**config.mk**
```make
export PLATFORM = sky130hd
export DESIGN_NAME = add_scheduler
export DESIGN_NICKNAME = d
export VERILOG_FILES = /design/src/rtl/add_sched_pkg.sv /design/src/rtl/add4_slice.sv /design/src/rtl/add_scheduler.sv
export SDC_FILE = /design/constraint.sdc
export NUM_CORES = 1
export LEC_CHECK = 0
export CAP_MARGIN = 20
export CORE_MARGIN = 4
export CORE_UTILIZATION = 35
export DETAILED_ROUTE_END_ITERATION = 10
export SLEW_MARGIN = 40
export SYNTH_ARGS = -nofsm -noshare
export SYNTH_HDL_FRONTEND = slang
export SYNTH_SLANG_ARGS = --single-unit
```
**constraint.sdc**
```tcl
create_clock -name clk -period 3.8 [get_ports clk]
set_input_delay 0.76 -clock clk [delete_from_list [all_inputs] [get_ports clk]]
set_output_delay 0.76 -clock clk [all_outputs]
set_load 0.05 [all_outputs]
```
**src/rtl/add_sched_pkg.sv**
```systemverilog
// add_sched_pkg: shared FSM encoding and width constants for add_scheduler.
// Rev 1.0
`default_nettype none

package add_sched_pkg;

  localparam int NIBBLES_DEF = 4;
  localparam int SLICE_W     = 4;

  typedef enum logic [1:0] {
    ST_IDLE = 2'd0,
    ST_CALC = 2'd1,
    ST_DONE = 2'd2
  } state_t;

endpackage

`default_nettype wire

```
**src/rtl/add4_slice.sv**
```systemverilog
// add4_slice: combinational 4-bit adder slice with carry in/out.
// Rev 1.0
`default_nettype none

module add4_slice
  import add_sched_pkg::*;
(
  input  logic [SLICE_W-1:0] i_a,
  input  logic [SLICE_W-1:0] i_b,
  input  logic               i_cin,
  output logic [SLICE_W-1:0] o_sum,
  output logic               o_cout
);

  logic [SLICE_W:0] w_total;

  assign w_total = {1'b0, i_a} + {1'b0, i_b} + {{SLICE_W{1'b0}}, i_cin};
  assign o_sum   = w_total[SLICE_W-1:0];
  assign o_cout  = w_total[SLICE_W];

endmodule

`default_nettype wire

```
**src/rtl/add_scheduler.sv**
```systemverilog
// add_scheduler: two requesters share one 4-bit adder slice, one nibble per cycle.
// Rev 1.0
`default_nettype none

module add_scheduler
  import add_sched_pkg::*;
#(
  parameter int NIBBLES = NIBBLES_DEF
) (
  input  logic                   clk,
  input  logic                   rst_n,
  input  logic                   req0_valid,
  output logic                   req0_ready,
  input  logic [4*NIBBLES-1:0]   req0_a,
  input  logic [4*NIBBLES-1:0]   req0_b,
  input  logic                   req0_cin,
  input  logic                   req1_valid,
  output logic                   req1_ready,
  input  logic [4*NIBBLES-1:0]   req1_a,
  input  logic [4*NIBBLES-1:0]   req1_b,
  input  logic                   req1_cin,
  output logic                   res_valid,
  input  logic                   res_ready,
  output logic [4*NIBBLES:0]     res_sum,
  output logic                   res_id
);

  localparam int W     = SLICE_W * NIBBLES;
  localparam int IDX_W = (NIBBLES > 1) ? $clog2(NIBBLES) : 1;
  localparam logic [IDX_W-1:0] c_LAST_IDX = IDX_W'(NIBBLES - 1);

  state_t r_state;
  state_t w_state_nxt;

  logic [W-1:0]       r_a;
  logic [W-1:0]       r_b;
  logic [W-1:0]       r_work;
  logic               r_carry;
  logic               r_id;
  logic               r_ptr;
  logic [IDX_W-1:0]   r_idx;
  logic               r_res_valid;
  logic [W:0]         r_res_sum;
  logic               r_res_id;

  logic               w_grant1;
  logic               w_accept;
  logic               w_last;
  logic [SLICE_W-1:0] w_a_nib;
  logic [SLICE_W-1:0] w_b_nib;
  logic [SLICE_W-1:0] w_sum_nib;
  logic               w_cout;

  assign w_a_nib = r_a[{r_idx, 2'b00} +: SLICE_W];
  assign w_b_nib = r_b[{r_idx, 2'b00} +: SLICE_W];

  add4_slice u_slice (
    .i_a    (w_a_nib),
    .i_b    (w_b_nib),
    .i_cin  (r_carry),
    .o_sum  (w_sum_nib),
    .o_cout (w_cout)
  );

  always_ff @(posedge clk or negedge rst_n) begin
    if (!rst_n) begin
      r_state <= ST_IDLE;
    end else begin
      r_state <= w_state_nxt;
    end
  end

  // Readies are gated by rst_n so nothing can be offered while reset is held.
  always_comb begin
    w_state_nxt = r_state;
    w_grant1    = req1_valid && (!req0_valid || r_ptr);
    w_accept    = 1'b0;
    w_last      = 1'b0;
    req0_ready  = 1'b0;
    req1_ready  = 1'b0;
    case (r_state)
      ST_IDLE: begin
        req0_ready = rst_n && req0_valid && !w_grant1;
        req1_ready = rst_n && w_grant1;
        w_accept   = req0_valid || req1_valid;
        if (w_accept) begin
          w_state_nxt = ST_CALC;
        end
      end
      ST_CALC: begin
        w_last = (r_idx == c_LAST_IDX);
        if (w_last) begin
          w_state_nxt = ST_DONE;
        end
      end
      ST_DONE: begin
        if (r_res_valid && res_ready) begin
          w_state_nxt = ST_IDLE;
        end
      end
      default: w_state_nxt = ST_IDLE;
    endcase
  end

  // Nibbles accumulate in r_work so the published result stays untouched
  // until the whole sum is ready; DONE copies it out on its first cycle.
  always_ff @(posedge clk or negedge rst_n) begin
    if (!rst_n) begin
      r_a         <= '0;
      r_b         <= '0;
      r_work      <= '0;
      r_carry     <= 1'b0;
      r_id        <= 1'b0;
      r_ptr       <= 1'b0;
      r_idx       <= '0;
      r_res_valid <= 1'b0;
      r_res_sum   <= '0;
      r_res_id    <= 1'b0;
    end else begin
      case (r_state)
        ST_IDLE: begin
          if (w_accept) begin
            r_a     <= w_grant1 ? req1_a   : req0_a;
            r_b     <= w_grant1 ? req1_b   : req0_b;
            r_carry <= w_grant1 ? req1_cin : req0_cin;
            r_id    <= w_grant1;
            r_ptr   <= !w_grant1;
            r_idx   <= '0;
          end
        end
        ST_CALC: begin
          r_work[{r_idx, 2'b00} +: SLICE_W] <= w_sum_nib;
          r_carry <= w_cout;
          r_idx   <= w_last ? '0 : r_idx + IDX_W'(1);
        end
        ST_DONE: begin
          if (!r_res_valid) begin
            r_res_valid <= 1'b1;
            r_res_sum   <= {r_carry, r_work};
            r_res_id    <= r_id;
          end else if (res_ready) begin
            r_res_valid <= 1'b0;
          end
        end
        default: begin
          r_res_valid <= 1'b0;
        end
      endcase
    end
  end

  assign res_valid = r_res_valid;
  assign res_sum   = r_res_sum;
  assign res_id    = r_res_id;

endmodule

`default_nettype wire
```
* Word level (Yosys, flattened, before mapping)
Cells that the tools add are included.
** Storage, ports and cells
- Register bits after elaboration :: 74
- Bits of input ports :: 71
- Word-level logic and storage cells :: 63
** Operators by class
- $add $sub $neg :: 4
- Equality and inequality tests :: 7
- Shift operators :: 4
- Muxes and demuxes :: 20
- Bitwise gates (word level) :: 1
- Reductions and logical operators :: 16
** Operators by type and width (number)
- $mux W16 :: 2
- $shiftx A16 B5 Y4 :: 2
- $bwmux W16 :: 1
- $shift A4 B6 Y16 const A :: 1
- $shiftx A4 B6 Y16 :: 1
- $mux W2 :: 5
- $mux W1 :: 8
- $ne A2 B2 Y1 const B :: 4
- $neg A4 Y6 :: 1
- $pmux W2 S3 :: 1
- $reduce_and A2 Y1 :: 3
- $add A4 B4 Y5 :: 1
- $add A5 B1 Y5 :: 1
- $logic_and A1 B1 Y1 :: 5
- $eq A2 B2 Y1 const B :: 2
- $pmux W1 S2 :: 2
- $pmux W2 S2 :: 1
- $reduce_and A3 Y1 :: 1
- $add A2 B1 Y2 const B :: 1
- $eq A2 B1 Y1 const B :: 1
- $logic_not A1 Y1 :: 2
- $logic_not A2 Y1 :: 1
- $logic_or A1 B1 Y1 :: 2
- $reduce_bool A2 Y1 :: 1
- other kinds (2) :: 2

* Longest topological paths before layout
Gate-level depths: netlist (run 1).
- Depth after elaboration :: 6
- Gate-level depth with buffers :: 8
- Depth with buffers taken out :: 7

* Hierarchy
A second synthesis (run 1) with hierarchy kept.
** Second synthesis, totals
- Cell total of the unflattened synthesis :: 276
- Area, all modules :: 3529.6 µm²
** By module, submodules not included
- add_scheduler :: instances 1, cells each 260, area an instance 3385.7 µm²
- add4_slice :: instances 1, cells each 16, area an instance 143.9 µm²

* Least setup slack after synthesis (run 1)
OpenSTA, ideal clock, no wires.
- Path kind :: input port to output port
- Start :: input req0_valid
- End :: output req1_ready
- Arrival time :: 1944 ps
- Required time :: 3040 ps
- Setup slack :: 1096 ps
- Stages on the path :: 5
- Cell sequence :: inv_1 o21ai_0 nor3_2 buf_2 and2_1
** On the way
- Word-level cells in the longest chain between the ends :: 5
** Ends and longest elaborated chain
- from (decl) :: RTL line add_scheduler.sv:12 : input logic req0_valid,
- $logic_not A1 Y1 :: RTL line add_scheduler.sv:76 : w_grant1 = req1_valid && (!req0_valid || r_ptr);
- $logic_or A1 B1 Y1 :: RTL line add_scheduler.sv:76
- $logic_and A1 B1 Y1 :: RTL line add_scheduler.sv:76
- $logic_and A1 B1 Y1 :: RTL line add_scheduler.sv:84 : req1_ready = rst_n && w_grant1;
- $mux W1 :: RTL line add_scheduler.sv:81 : case (r_state)
- to (decl) :: RTL line add_scheduler.sv:18 : output logic req1_ready,
No other way between the ends.

* Final worst setup path (run 1)
Ends and elaborated chain as after synthesis.

==> results.cfg, run 1 <==
[yosys]
ys_warn_count = 0
synth_edf_count = 0
syn_nets = 336
synthFlopType = dfrtp_1
synth_area_mm2 = 0.00347
synth.avg_cell_area_um2 = 13.7
netlist_instances = 254
synth_cell_types = 32
ys_ff_latch = 74
ys_seq_area_share_pct = 53.3
async_reset_ff_share_pct = 100

[status]
status = complete, no violations

[place]
place_ws_ns = 0.832
dp_cells = 468
routabilityCongestion = 0.768
portBuffers = 91
dpl_cell_area_mm2 = 0.00453
dp_hpwl_um = 6010

[hold_path]
whs_path_depth = 1
hold_end = r_id$_DFFE_PN0P_
min_from = r_id$_DFFE_PN0P_
hp-class = flop to flop

[worst_setup_path]
worstPathRequired_ns = 3.04
path_class = primary input to output pin
cp_max_fo = 2
r2r-end = r_carry$_DFFE_PN0P_
cp-end-kind = output pin
cp_data_arrival_time_ns = 2.19
reg2reg_slack_ns = 1.11
ff2ff_path_depth = 7
cp-start-kind = primary input
r2r-start = r_idx[0]$_DFFE_PN0P_

[final_layout]
layout_commonest_cell = clkdlybuf4s50_1
finalNetCount = 428
multi_input_area_mm2 = 0.00152
final_cell_mix = 88 x clkdlybuf4s50_1, 74 x dfrtp_1, 47 x a22o_1, 27 x a21o_1, 19 x mux2_2
final_cells = 483
nFillCells = 914
register_area_mm2 = 0.00185
antennaDiodeCount = 0
drive_gt1_share_pct = 18.3
syn_to_final_growth_pct = 35.7
final_design_area_no_fill_mm2 = 0.00471

[clock_network]
cts_buffers = 9
root_buffer = clkbuf_8
cts.reportedPaths.clkPinSlew_ns = 0.08
postCtsHoldBufs = 0
clock_sinks = 74
clock_latency_ns = 0.34
post_cts_buffers = 0
cts_tree = yes
post_cts_resized = 0
cts-htree-levels = 3
clockBufferDepth = 2

[sta]
fmax_mhz = 339
finalMaxSlewViolations = 0
rsz0062_at_grt = false
finalSetupViolCount = 0
tightest_slew_ns = 0.656
min_period_over_period_pct = 77.7
layout_min_cycle_time_ns = 2.95
finalHoldViolCount = 0
fin_ws_ns = 0.847
skew_ns = 0.0103
relSlewSlack_pct = 56.3
fin_tns_setup_ns = 0

[global_routing]
grt_antenna_before_repair = 0
grt_pass1_vias = 2738
grt_pass1_wl_um = 13800
grt_max_degree = 75
track_usage_pct = 15.3
grt-ovfl-total = 0

[routing]
drt_iter0_drc = 77
drt_pre_antenna_iters = 4
totalWireLength_um = 8210
route.detailed.drc = 0
vias_per_cell = 5.08
route.detailed.wl_per_inst_um = 17.0
route.antenna.remaining_nets = 0
vias = 2452

[power_and_ir_drop]
power_leakage_nw = 2.23
p_per_area_mw_per_mm2 = 869
worst_ir_drop_vdd_mv = 0.329

[floorplanning]
die_h_um = 108
die-area_mm2 = 0.0116
num_io_pins = 92
rows = 36
die_w_um = 108
start_util_pct = 35.7
coreArea_mm2 = 0.00973

[run]
drv_cap = 0
## final cells by class
cell class / count / share of cell area (%)
flip-flops and latches: 74 / 39.3
multi-input cells: 160 / 32.2
repair buffers: 97 / 20.7
well taps: 133 / 3.53
clock buffers: 10 / 2.71
clock inverters: 5 / 1.20
inverters: 4 / 0.319
## power breakdown
part / switching [mW] / internal, mW
Combinational: 1.13 / 0.996
Clock: 0.279 / 0.299
Sequential: 0.269 / 1.13
## worst max-delay path by stage
stage	slack, ns	start	depth (start not counted)	endpoint
final	0.85	req0_valid	6	req1_ready
after global routing	0.76	req0_valid	6	req1_ready
after CTS	0.83	req0_valid	6	req1_ready
after detailed placement	0.83	req0_valid	6	req1_ready
after global placement	0.82	req0_valid	6	req1_ready
after floorplan	1.10	req0_valid	5	req1_ready
## cell families (layout without fill, tap and decap cells)
group	after synthesis	in the layout	synth area share, %
AO/OA/AOI/OAI	96	96	22.7
XOR/XNOR	3	3	0.757
adder cells (fa/ha/maj)	11	11	4.40
buffers and inverters	20	116	3.42
flip-flops	74	74	53.3
multiplexers	28	28	11.6
AND/OR/NAND/NOR	22	22	3.75
## per-stage QoR
stage | util (%) | hold slack (ns) | total power, mW
finish | 48.4 | 0.480 | 4.09
global route | 48.4 | 0.520 | 4.40
CTS | 48.4 | 0.483 | 4.15
detailed placement | 46.5 | 0.464 | 3.56
global placement | 46.5 | 0.456 | 3.52
floorplan | - | 0.443 | 2.91
## critical path, stage by stage
cell	delay, ns
clkdlybuf4s50_1	0.49
inv_1	0.09
o21ai_0	0.41
nor3_4	0.08
and2_1	0.21
buf_12	0.15
## flip-flops by register name, indices dropped and copies added (netlist names), 2 cells and up
name / cells
r_work: 16
r_a: 16
res_sum: 17
r_state: 2
r_b: 16
r_idx: 2
## synthesized netlist by cell type (all sizes together), types with 2 or more instances
library cell  number  area [um2]
dfrtp             74        1850
a22o              47         412
a21o              35         273
mux2              19         214
buf               13        92.6
ha                 9         113
mux4               8         180
nand2              6        22.5
a21oi              4        20.0
inv                4        15.0
nand3              4        20.0
o21ai              4        20.0
o31ai              4        30.0
clkbuf             3        11.3
nor2               3        11.3
and2               2        12.5
fa                 2        40.0
nor4               2        25.0
xnor2              2        17.5
## metal layers
layer | global-route usage, % | wire length (um) | up-vias
met2 | 24.3 | 3930 | 77
met4 | 4.06 | 76 | 0
met1 | 20.1 | 3650 | 1216
li1 | - | - | 1153
met5 | 0 | 0 | -
met3 | 4.98 | 554 | 6
Power figures use the tool's default switching activity.
==> run 2, diff against run 1 <==
Clock period 3.8 ns to 2.7 ns, I/O delays scaled along.
==> run 2 against run 1 <==
Compared with the run above:
- flip-flop and latch count unchanged
- non-clock buffer count increased by 4
- via count is essentially flat
- final cell count grew 0.83%
- critical path type unchanged
- largest power group unchanged
==> results.cfg, run 2 (synthesized netlist as in run 1, its figures left out) <==
[status]
status = complete, no violations

[sta]
relSlewSlack_pct = 65.3
fin_ws_ns = 0.219
min_period_over_period_pct = 91.9
finalHoldViolCount = 0
tightest_slew_ns = 0.521
finalMaxSlewViolations = 0
skew_ns = 0.00906
layout_min_cycle_time_ns = 2.48
rsz0062_at_grt = false
finalSetupViolCount = 0
fin_tns_setup_ns = 0
fmax_mhz = 403

[routing]
vias_per_cell = 5.03
route.detailed.drc = 0
route.detailed.wl_per_inst_um = 16.8
totalWireLength_um = 8200
drt_iter0_drc = 109
top_layer = met4
wl_met2_um = 3750
drt_pre_antenna_iters = 4
wl_met1_um = 3630
route.antenna.remaining_nets = 0
vias = 2450
wl_met3_um = 517

[clock_network]
clockBufferDepth = 2
clock_sinks = 74
cts-htree-levels = 3
cts_tree = yes
post_cts_buffers = 0
cts_buffers = 9
clock_latency_ns = 0.34
cts.reportedPaths.clkPinSlew_ns = 0.08
postCtsHoldBufs = 0
root_buffer = clkbuf_8
post_cts_resized = 0

[global_routing]
grt_antenna_before_repair = 0
track_usage_pct = 15.4
grt_pass1_wl_um = 13900
grt_pass1_vias = 2728
grt_max_degree = 44
grt-ovfl-total = 0

[worst_setup_path]
cp-end-kind = output pin
worstPathRequired_ns = 2.16
reg2reg_slack_ns = 0.29
path_class = primary input to output pin
cp_max_fo = 3
cp_data_arrival_time_ns = 1.94
cp-start-kind = primary input

[final_layout]
final_design_area_no_fill_mm2 = 0.00471
largest_reg_flops = 17
syn_to_final_growth_pct = 35.7
drive_gt1_share_pct = 19.5
layout_commonest_cell = clkdlybuf4s50_1
antennaDiodeCount = 0
finalNetCount = 432
final_cell_mix = 88 x clkdlybuf4s50_1, 74 x dfrtp_1, 47 x a22o_1, 27 x a21o_1, 19 x mux2_2

[place]
portBuffers = 91
dp_hpwl_um = 6220
place_ws_ns = 0.231
routabilityCongestion = 0.766
dpl_cell_area_mm2 = 0.00455

[floorplanning]
rows = 36
die_h_um = 108
start_util_pct = 35.7
die-area_mm2 = 0.0116
die_w_um = 108
num_io_pins = 92
coreArea_mm2 = 0.00973

[power_and_ir_drop]
power_leakage_nw = 2.24
p_per_area_mw_per_mm2 = 1210
worst_ir_drop_vdd_mv = 0.528

[run]
drv_cap = 0

[hold_path]
hp-class = primary input to asynchronous set/reset pin
## run 2: worst paths after layout
kind,cells past startpoint,end,start
worst max-delay path,6,req1_ready,req1_valid
worst min-delay path,2,r_a[0]$_DFFE_PN0P_,rst_n
worst max register to register,7,r_work[11]$_DFFE_PN0P_,r_idx[0]$_DFFE_PN0P_
worst min register to register,1,r_id$_DFFE_PN0P_,r_id$_DFFE_PN0P_
max in group asynchronous,2,res_sum[4]$_DFFE_PN0P_,rst_n
min in group clk,1,r_id$_DFFE_PN0P_,r_id$_DFFE_PN0P_
## run 2: area by class of cell
cell class | count | area [um2]
fillers | 891 | 5020
flip-flops and latches | 74 | 1850
multi-input cells | 160 | 1520
repair buffers | 101 | 1000
well taps | 133 | 166
clock buffers | 9 | 124
clock inverters | 6 | 35.0
inverters | 4 | 15.0
## run 2: layer usage
metal,global-route usage (%),vias to the layer above
met5,0,-
met2,23.9,80
li1,-,1161
met4,7.12,0
met1,19.4,1191
met3,5.16,18
## run 2: stage by stage
step | cells | power (mW) | util [%] | hold slack, ns
2_1_floorplan | 254 | 4.09 | - | 0.244
3_3_place_gp | 472 | 4.98 | 46.8 | 0.456
3_5_place_dp | 472 | 5.03 | 46.8 | 0.465
4_1_cts | 487 | 5.76 | 48.4 | 0.251
5_1_grt | 487 | 6.12 | 48.4 | 0.276
6_report | 487 | 5.69 | 48.4 | 0.237
## run 2: worst max-delay path, cell delays in order
cell             delay [ns]
clkdlybuf4s50_1        0.57
o21ai_0                0.12
buf_4                  0.16
nor3_4                 0.11
and2_1                 0.27
buf_12                 0.17
## run 2: power breakdown
| part | leakage [nW] | internal (mW) | total [mW] | switching, mW |
|---|---|---|---|---|
| clock | 0.0806 | 0.321 | 0.714 | 0.393 |
| sequential | 0.956 | 1.58 | 1.94 | 0.359 |
| combinational | 1.20 | 1.42 | 3.03 | 1.61 |
| total | 2.24 | 3.33 | 5.69 | 2.36 |
